--- src/rtl/fwd_track_if.sv ---
// Issue, lookup and status signals between the DEC stage and the forwarding tracker.
// The DEC side takes the master modport; the tracker takes the slave modport.
interface fwd_track_if #(
  parameter int LANES  = 2,
  parameter int STAGES = 3,
  parameter int RPORTS = 4,
  parameter int LATW   = 2
);
  localparam int SW = $clog2(STAGES);
  localparam int LW = $clog2(LANES);

  logic                   adv;
  logic                   flush;
  logic [LANES-1:0]       iss_valid;
  logic [LANES-1:0]       iss_wr;
  logic [LANES*5-1:0]     iss_rd;
  logic [LANES*LATW-1:0]  iss_lat;
  logic [RPORTS*5-1:0]    rs_addr;
  logic [RPORTS-1:0]      fwd_hit;
  logic [RPORTS-1:0]      fwd_ready;
  logic [RPORTS*SW-1:0]   fwd_stage;
  logic [RPORTS*LW-1:0]   fwd_lane;
  logic                   busy;

  modport master (
    output adv, flush, iss_valid, iss_wr, iss_rd, iss_lat, rs_addr,
    input  fwd_hit, fwd_ready, fwd_stage, fwd_lane, busy
  );

  modport slave (
    input  adv, flush, iss_valid, iss_wr, iss_rd, iss_lat, rs_addr,
    output fwd_hit, fwd_ready, fwd_stage, fwd_lane, busy
  );
endinterface

--- src/rtl/fwd_track.sv ---
// Forwarding tracker: shadows EX1..EXn register writes and reports, per read port,
// the youngest in-flight producer, its stage/lane and whether it can forward next cycle.
module fwd_track #(
  parameter int LANES  = 2,
  parameter int STAGES = 3,
  parameter int RPORTS = 4,
  parameter int LATW   = 2
) (
  input  logic        clk,
  input  logic        rst,
  fwd_track_if.slave  bus
);
  localparam int SW = $clog2(STAGES);
  localparam int LW = $clog2(LANES);

  typedef struct packed {
    logic [4:0]      rd;
    logic [LATW-1:0] lat;
  } ent_t;

  logic [STAGES-1:0][LANES-1:0] vld;
  ent_t [STAGES-1:0][LANES-1:0] ent;

  always_ff @(posedge clk) begin
    if (rst || bus.flush) begin
      vld <= '0;
    end else if (bus.adv) begin
      for (int s = STAGES-1; s > 0; s--) vld[s] <= vld[s-1];
      for (int l = 0; l < LANES; l++)
        vld[0][l] <= bus.iss_valid[l] & bus.iss_wr[l] & (bus.iss_rd[l*5 +: 5] != 5'd0);
    end
  end

  // NOTE: payload is deliberately left out of reset; it is only ever read when the
  // matching vld bit is set, so clearing vld alone is enough.
  always_ff @(posedge clk) begin
    if (bus.adv) begin
      for (int s = STAGES-1; s > 0; s--) ent[s] <= ent[s-1];
      for (int l = 0; l < LANES; l++) begin
        ent[0][l].rd  <= bus.iss_rd[l*5 +: 5];
        // A zero latency means "ready at end of EX1", same as one.
        ent[0][l].lat <= (bus.iss_lat[l*LATW +: LATW] == '0) ? LATW'(1)
                                                              : bus.iss_lat[l*LATW +: LATW];
      end
    end
  end

  logic [RPORTS-1:0]    hit_c;
  logic [RPORTS-1:0]    ready_c;
  logic [RPORTS*SW-1:0] stage_c;
  logic [RPORTS*LW-1:0] lane_c;

  // Scan from lowest to highest priority so the last match written wins:
  // oldest stage first, lane 0 first within a stage.
  always_comb begin
    hit_c   = '0;
    ready_c = '1;
    stage_c = '0;
    lane_c  = '0;
    for (int p = 0; p < RPORTS; p++) begin
      if (bus.rs_addr[p*5 +: 5] != 5'd0) begin
        for (int s = STAGES-1; s >= 0; s--) begin
          for (int l = 0; l < LANES; l++) begin
            if (vld[s][l] && ent[s][l].rd == bus.rs_addr[p*5 +: 5]) begin
              hit_c[p]            = 1'b1;
              ready_c[p]          = (int'(ent[s][l].lat) <= s + 1);
              stage_c[p*SW +: SW] = SW'(s);
              lane_c[p*LW +: LW]  = LW'(l);
            end
          end
        end
      end
    end
  end

  assign bus.fwd_hit   = hit_c;
  assign bus.fwd_ready = ready_c;
  assign bus.fwd_stage = stage_c;
  assign bus.fwd_lane  = lane_c;
  assign bus.busy      = |vld;

endmodule

--- src/flat_wrapper.sv ---
// flat-port wrapper written by rule: the top's interface ports become plain ports
module fwd_track_flat 
#(
  parameter int LANES  = 2,
  parameter int STAGES = 3,
  parameter int RPORTS = 4,
  parameter int LATW   = 2
)
  (clk, rst, bus_adv, bus_flush, bus_iss_valid, bus_iss_wr, bus_iss_rd, bus_iss_lat, bus_rs_addr, bus_fwd_hit, bus_fwd_ready, bus_fwd_stage, bus_fwd_lane, bus_busy);
  fwd_track_if #(.LANES(LANES), .STAGES(STAGES), .RPORTS(RPORTS), .LATW(LATW)) bus_i ();
  input  logic clk;
  input  logic rst;
  input wire logic [$bits(bus_i.adv)-1:0] bus_adv;
  input wire logic [$bits(bus_i.flush)-1:0] bus_flush;
  input wire logic [$bits(bus_i.iss_valid)-1:0] bus_iss_valid;
  input wire logic [$bits(bus_i.iss_wr)-1:0] bus_iss_wr;
  input wire logic [$bits(bus_i.iss_rd)-1:0] bus_iss_rd;
  input wire logic [$bits(bus_i.iss_lat)-1:0] bus_iss_lat;
  input wire logic [$bits(bus_i.rs_addr)-1:0] bus_rs_addr;
  output wire logic [$bits(bus_i.fwd_hit)-1:0] bus_fwd_hit;
  output wire logic [$bits(bus_i.fwd_ready)-1:0] bus_fwd_ready;
  output wire logic [$bits(bus_i.fwd_stage)-1:0] bus_fwd_stage;
  output wire logic [$bits(bus_i.fwd_lane)-1:0] bus_fwd_lane;
  output wire logic [$bits(bus_i.busy)-1:0] bus_busy;
  assign bus_i.adv = bus_adv;
  assign bus_i.flush = bus_flush;
  assign bus_i.iss_valid = bus_iss_valid;
  assign bus_i.iss_wr = bus_iss_wr;
  assign bus_i.iss_rd = bus_iss_rd;
  assign bus_i.iss_lat = bus_iss_lat;
  assign bus_i.rs_addr = bus_rs_addr;
  assign bus_fwd_hit = bus_i.fwd_hit;
  assign bus_fwd_ready = bus_i.fwd_ready;
  assign bus_fwd_stage = bus_i.fwd_stage;
  assign bus_fwd_lane = bus_i.fwd_lane;
  assign bus_busy = bus_i.busy;
  fwd_track #(.LANES(LANES), .STAGES(STAGES), .RPORTS(RPORTS), .LATW(LATW)) u_core (.clk(clk), .rst(rst), .bus(bus_i));
endmodule
--- config.mk ---
export PLATFORM = sky130hd
export DESIGN_NAME = fwd_track_flat
export DESIGN_NICKNAME = d
export VERILOG_FILES = /design/src/rtl/fwd_track_if.sv /design/src/rtl/fwd_track.sv /design/src/flat_wrapper.sv
export SDC_FILE = /design/constraint.sdc
export NUM_CORES = 1
export LEC_CHECK = 0
export CORE_MARGIN = 2
export CORE_UTILIZATION = 36
export CTS_BUF_LIST = sky130_fd_sc_hd__clkbuf_4
export CTS_CLUSTER_SIZE = 14
export DETAILED_ROUTE_END_ITERATION = 7
export HOLD_SLACK_MARGIN = 0.08
export PLACE_DENSITY = 0.66
export SYNTH_ARGS = -nofsm -noshare
export SYNTH_HDL_FRONTEND = slang
export SYNTH_SLANG_ARGS = --single-unit
--- constraint.sdc ---
create_clock -name clk -period 4.8 [get_ports clk]
set_input_delay 0.96 -clock clk [delete_from_list [all_inputs] [get_ports clk]]
set_output_delay 0.96 -clock clk [all_outputs]
set_load 0.1 [all_outputs]
Word-level counts from Yosys, hierarchy flattened
Index checks and enable logic that the tools add are counted.

cells by class
  divide/modulo/power cells = 0
  add/subtract/negate cells = 0
  reduce and logical (&&, ||, !) cells = 34
  equality and inequality tests = 24
  shift operators = 0
  multiply operators = 0
  $lt $le $gt $ge = 4
  multiplexer cells = 100
  bitwise logic cells = 4

operators by type and width
  operator              number
  $eq A5 B5 Y1          24
  $mux W1               72
  $mux W2               28
  $reduce_bool A5 Y1    6
  $logic_and A1 B1 Y1   24
  $reduce_or A6 Y1      1
  $and A1 B1 Y1         4
  $le A2 B1 Y1 const B  2
  $le A2 B2 Y1 const B  2
  $logic_not A2 Y1      2
  $logic_or A1 B1 Y1    1

word-level totals
  ROM bits = 0
  word-level logic and storage cells = 179
  bits of input ports = 42
  bits in writable memories = 0
  latch bits = 0
  output and inout bits = 21
  memories kept = 0
  bits in registers = 44

Depth between registers and ports, before layout
  depth in word-level cells = 9
  mapped depth = 6
  mapped depth without buffers = 5

Least setup slack after synthesis
OpenSTA, ideal clock, no wires.

  path type = in2out
  start = in bus_rs_addr[1]
  end = out bus_fwd_stage[1]
  path slack = -1.010 ns
  stages on the path = 6
  data required time = 3.840 ns
  data arrival time = 4.850 ns
  buffers on the path = 1
  cells stage by stage = buf_4 -> xor2_1 -> nor4_1 -> and3_1 -> a31oi_1 -> nor4b_1

on the way
  longest elaborated chain between the ends = 9
  elaborated cells on any way between the ends = 20
  classes of those cells = eq/ne (6); mux (7); reduce/logical (7)

ends and longest elaborated chain
  item                  line                text
  from (decl)           flat_wrapper.sv:19  input wire logic [$bits(bus_i.rs_addr)-1:0] bus_rs_addr;
  $eq A5 B5 Y1          fwd_track.sv:64     if (vld[s][l] && ent[s][l].rd == bus.rs_addr[p*5 +: 5]) begin
  $logic_and A1 B1 Y1   fwd_track.sv:64
  $mux W2 (6 in a row)  fwd_track.sv:64
  $mux W2 (*)           fwd_track.sv:61     if (bus.rs_addr[p*5 +: 5] != 5'd0) begin
  to (decl)             flat_wrapper.sv:22  output wire logic [$bits(bus_i.fwd_stage)-1:0] bus_fwd_stage;

Every way passes the cells marked *; elsewhere a longest branch is shown, timed or not.

Worst setup path in the final report
  start = in bus_rs_addr[2]
  end = out bus_fwd_ready[0]

on the way
  longest elaborated chain between the ends = 7
  elaborated cells on any way between the ends = 14
  classes of those cells = eq/ne (4); mux (5); reduce/logical (5)

ends and longest elaborated chain
  item                  line                text
  $eq A5 B5 Y1          fwd_track.sv:64
  $logic_and A1 B1 Y1   fwd_track.sv:64
  $mux W1 (4 in a row)  fwd_track.sv:64
  $mux W1 (*)           fwd_track.sv:61
  to (decl)             flat_wrapper.sv:21  output wire logic [$bits(bus_i.fwd_ready)-1:0] bus_fwd_ready;

Marks and branches as above.

==> flow_summary.ini <==
[logic_synthesis]
yosys.cell_count.top_type = xor2_1
syn_nets = 381
ys_ff_latch = 44
synth_top_area_share_pct = 33.14
synthCells = 339
synth_edf_count = 38
synth_area_leaders = edfxtp_1 (33%), xor2_1 (23%), xnor2_1 (6.4%)
synth_common_cells = xor2_1 (92), edfxtp_1 (38), xnor2_1 (25), nor4_1 (20), and3_1 (12)
avgSynthCellArea_um2 = 10.16
synth_seq_area_share_pct = 36.63
yosysWarningCount = 0
syn-cell-area_um2 = 3443
ys.flop_type = edfxtp_1
netlist-cell-type-count = 43
async_flop_share_pct = 0
yosysTopAreaCell = edfxtp_1

[die]
rows = 35
fp.dieH_um = 101.8
ios = 63
core-area_um2 = 9240
start_util_pct = 37.26
die-area_um2 = 10360
die-width_um = 101.8

[global_route]
antenna_found_initial = 0
grt_max_degree = 47
grt_pass1_vias = 2845
grt_overflow = 0
grt_pass1_wl_um = 15290
grtUsageTotal_pct = 19.80

[clock_network]
ctsResizeCount = 0
cts.path.max_buffers = 2
cts_root_buf = clkbuf_4
ctsHoldBuffers = 0
post_cts_buffers = 0
clk_latency_ps = 360
htree_levels = 2
cts-buffers-inserted = 5
cts.reportedPaths.clkPinSlew_ps = 130
cts.sinks = 44
cts_tree = yes

[outcome]
status = finished clean

[setup_path]
crit_fanout = 7
cp-end-kind = primary output
crit_slowest_cell = clkdlybuf4s50_1
crit_arrival_ps = 3310
path_delay_family = simple AND/OR/NAND/NOR gates
startpoint_type = input port
critPathMaxStageDelay_ps = 600
crit_chain = clkdlybuf4s50_1 > xor2_1 > nor4_1 > nand3_1 > nand3b_1 > o211ai_1 > buf_12
cp_num_buf_inv = 2
path_class = in2out
cp.required_ps = 3840

[finish]
multiInputGateArea_um2 = 2011
layout-drive-gt1-share_pct = 11.52
fill_cells = 865
register_area_um2 = 1261
nets = 423
area.growth.synth_to_final_pct = 24.09
fin_area_um2 = 4273
antennaDiodeCount = 0

[place]
place.gp.congestion = 0.8799
postPlaceCellArea_um2 = 4193
port_buffers = 62
dp_hpwl_um = 7432

[route]
drc = 0
drt_first_pass_iters = 4
drtAntennaViolNets = 0
drtIter0Drc = 187
wire_per_inst_um = 19.10
viasPerCell = 5.387
vias = 2753
routed_wl_um = 9758

[timing]
relSlewSlack_pct = 32.18
max_freq_mhz = 234.1
setup_viol = 0
tns_ps = 0
rsz0062_at_grt = no
slew_viol_final = 0
worst_pin_slew_ps = 1017
clock_skew_ps = 12.13
finalHoldViolCount = 0
fin_crit_sh_pct = 88.98
timing.final.crit_period_ps = 4271

[pwr]
power_mw = 0.9204
vdd_drop_max_mv = 0.1335
p_leak_nw = 1.550
power_density_nw_per_um2 = 215.4

[run]
cap_violations = 0

[min_path]
hold_path.class = reg2reg
per-stage QoR:
step	cells	setup WS, ps	util, %	hold WS [ps]
2_1_floorplan	339	293.9	-	400.3
3_3_place_gp	503	647.3	45.38	402.7
3_5_place_dp	503	605.5	45.38	411.6
4_1_cts	511	599.4	46.24	442.0
5_1_grt	511	442.7	46.24	442.9
6_report	511	528.8	46.24	445.3
placed cells by master (no fill, tap or decap), drive strengths merged, types with 2 or more instances in the layout:
master,n
clkbuf,6
nand2b,7
a21oi,8
and3,13
nand3,11
o2111ai,2
mux2i,6
xnor2,25
dfxtp,6
and2,3
edfxtp,38
nand4,2
o21ai,8
nor2b,2
a31oi,9
nor4,25
or3,2
inv,5
xor2,92
nor4b,4
o211ai,4
or4,6
buf,21
clkdlybuf4s50,41
nor3,4
nand2,8
nor2,10
a41oi,2
cell type report:
type                    count  area share, %
repair buffers             62          17.34
clock buffers               6          1.054
multi-input cells         263          47.06
inverters                   5         0.4392
flip-flops and latches     44          29.52
clock inverters             2         0.8199
well taps                 129          3.777
worst paths after layout:
path | startpoint | endpoint | slack [ps] | cells after the start
max reg2reg | u_core.vld[2]$_SDFFE_PP0P_ | u_core.vld[2]$_SDFFE_PP0P_ | 3920 | 2
min reg2reg | u_core.ent[7]$_SDFFCE_PN1P_ | u_core.ent[21]$_DFFE_PP_ | 450 | 0
max | bus_rs_addr[2] | bus_fwd_ready[0] | 530 | 7
min | u_core.ent[7]$_SDFFCE_PN1P_ | u_core.ent[21]$_DFFE_PP_ | 450 | 0
kinds of logic after synthesis:
| kind of cell | after synthesis | share of synthesized area [%] |
|---|---|---|
| buffers and inverters | 32 | 5.741 |
| muxes | 6 | 1.744 |
| DFF | 44 | 36.63 |
| AOI/OAI and AO/OA | 40 | 7.486 |
| xor gates and xnor gates | 117 | 29.76 |
| and+or+nand+nor | 100 | 18.64 |
registers in the layout, summed over array words and instances, names as in the netlist:
register	count
u_core.ent	38
u_core.vld	6
where the power goes:
part | internal (mW) | switching, mW
registers | 0.444 | 0.0491
logic | 0.0924 | 0.0973
clock network | 0.115 | 0.122
total | 0.652 | 0.269
layer usage:
| layer | part of all wire, % | GRT usage [%] | vias to the layer above | routed length (um) |
|---|---|---|---|---|
| met1 | 44 | 25.55 | 1333 | 4246 |
| li1 | - | - | 1299 | - |
| met2 | 47 | 33.45 | 101 | 4584 |
| met3 | 5.9 | 2.761 | 20 | 574 |
| met5 | 0 | 0 | - | 0 |
| met4 | 3.6 | 7.796 | 0 | 353 |
No activity file was read; power rests on OpenSTA's default activity.
==> patch (config.mk and constraints unchanged) <==
`LANES` is set to 2 in 3 places; all go to 4.
--- a/src/rtl/fwd_track_if.sv
+++ b/src/rtl/fwd_track_if.sv
@@ -2,5 +2,5 @@
 // The DEC side takes the master modport; the tracker takes the slave modport.
 interface fwd_track_if #(
-  parameter int LANES  = 2,
+  parameter int LANES  = 4,
   parameter int STAGES = 3,
   parameter int RPORTS = 4,
--- a/src/rtl/fwd_track.sv
+++ b/src/rtl/fwd_track.sv
@@ -2,5 +2,5 @@
 // the youngest in-flight producer, its stage/lane and whether it can forward next cycle.
 module fwd_track #(
-  parameter int LANES  = 2,
+  parameter int LANES  = 4,
   parameter int STAGES = 3,
   parameter int RPORTS = 4,
--- a/src/flat_wrapper.sv
+++ b/src/flat_wrapper.sv
@@ -2,5 +2,5 @@
 module fwd_track_flat 
 #(
-  parameter int LANES  = 2,
+  parameter int LANES  = 4,
   parameter int STAGES = 3,
   parameter int RPORTS = 4,
Interface: changed (5 resized); port bits go from 63 to 85. The function was not compared with the original's and may differ.
==> patch against the original RTL <==
- cell count increased by 110%
- wire length grew 130%
- sequential cell count rose by 44
- fmax shrank 8.6%
- non-clock buffer count grew 63
- die area rose by 97%
- global-route usage rose by 3.2 points
- sequential share of layout area rose by 0.15 points
- area after synthesis up 100%
- count of clock-buffer cells in the layout is 3 higher
- cell area rose by 99%
- sequential power up 100%
- setup slack worse by 400 ps
- total power grew 100%
==> patch: results (changes against the original RTL) <==
Run status
  – Status: completed (unchanged)

Timing
  – Clk_skew: 33.5 ps (was 12.1 ps)
  – Final hold slack: 423 ps (was 445 ps)

Place
  – Area after DPL: 8340 um^2 (was 4190 um^2)
  – Routability Congestion: 1.05 (was 0.880)
  – I/O Buffers: 84 (was 62)
  – Dpl hpwl: 17.3 mm (was 7.43 mm)
  – Placed Cells: 1044 (was 503)

Clocking
  – Cts bufs inserted: 9 (was 5)
  – CTS HTree Levels: 3 (was 2)
  – Worst skew pair latency: 520 ps (was 360 ps)
  – Clock slew at reported path FFs: 170 ps (was 130 ps)

Power
  – Max rail drop VDD: 150 uV (was 134 uV)
  – Clock net power: 0.483 mW (was 0.237 mW)
  – Leakage: 3.09 nW (was 1.55 nW)
  – Psw: 0.625 mW (was 0.269 mW)

Synth
  – Synth area leaders: edfxtp_1 33%, xor2_1 19%, xnor2_1 11% (was edfxtp_1 33%, xor2_1 23%, xnor2_1 6.4%)
  – Synth top cells by count: 147 x xor2_1, 87 x xnor2_1, 76 x edfxtp_1 (was 92 x xor2_1, 38 x edfxtp_1, 25 x xnor2_1)
  – Syn_nets: 777 (was 381)
  – Mapped Cells: 717 (was 339)
  – Distinct cells, synth: 56 (was 43)
  – Mux share of post-synthesis cell area: 0.0189 (was 0.0174)
  – Synth Area in XOR/XNOR: 0.296 (was 0.298)

Layout
  – Final std cells w/o fill: 1061 (was 511)
  – Layout cell share with drive strength beyond 1: 0.124 (was 0.115)

Route
  – Final wirelength: 22.9 mm (was 9.76 mm)
  – DRT iter0 DRCs: 685 (was 187)
  – Drt pass-1 iters: 6 (was 4)

Setup path
  – FF-to-FF setup slack: 3710 ps (was 3920 ps)
  – Worst Path Arrival: 3710 ps (was 3310 ps)
  – Critical Path Start: bus_rs_addr[8] (was bus_rs_addr[2])
  – Crit Reg-Reg Startpoint: u_core.vld[0]$_SDFFE_PP0P_ (was u_core.vld[2]$_SDFFE_PP0P_)

Global route
  – Number of global-route vias before repair: 5748 (was 2845)
  – Initial antenna violation count: 1 (was 0)
  – First-pass GRT wire length: 34.6 mm (was 15.3 mm)
  – GRT Util Overall: 0.230 (was 0.198)
patch: changes by cell type in the layout (fill, tap and decap cells not counted), sizes merged, moves of 9 or more:
| cell | delta |
|---|---|
| nor3 | +14 |
| clkdlybuf4s50 | +18 |
| xor2 | +55 |
| xnor2 | +62 |
| nand3 | +38 |
| inv | +9 |
| nor2 | +21 |
| edfxtp | +38 |
| nand2 | +21 |
| nor4 | +14 |
| buf | +45 |
patch: layer usage:
| layer | share of wire | track usage | wire length [um] | vias to the layer above |
|---|---|---|---|---|
| li1 | - | - | - | 2702 |
| met1 | 0.40 | 0.307 | 9270 | 2861 |
| met2 | 0.45 | 0.356 | 10400 | 348 |
| met3 | 0.090 | 0.0433 | 2070 | 77 |
| met4 | 0.053 | 0.119 | 1220 | 0 |
| met5 | 0 | 0 | 0 | - |
patch: cell type report:
class                           count  area (um^2)  share of cell area
Antenna cell                        1         2.50            0.000294
Clock buffer                        9         67.6             0.00795
Clock inverter                      7         87.6              0.0103
Inverter                           11         41.3             0.00486
Multi-Input combinational cell    560         4070               0.479
Sequential cell                    88         2520               0.297
Tap cell                          260          325              0.0383
Timing Repair Buffer              125         1390               0.163
patch: critical path, stage by stage:
cell and delay [ps]:
clkdlybuf4s50_1 720, buf_4 300, xnor2_1 140, and3_1 260, a2111oi_1 740, a41oi_1 330
buf_12 250
patch: path summary, 6_finish.rpt:
kind                                end  cells past startpoint
max                      bus_fwd_hit[1]                      7
min            u_core.ent[35]$_DFFE_PP_                      0
max reg2reg  u_core.vld[0]$_SDFFE_PP0P_                      2
min reg2reg    u_core.ent[35]$_DFFE_PP_                      0
patch: metrics by stage:
step                setup slack [ps]  utilization
global placement                 318        0.443
detailed placement               312        0.443
global route                    29.5        0.451
CTS                              287        0.451
finish                           128        0.451
floorplan                       89.3            -
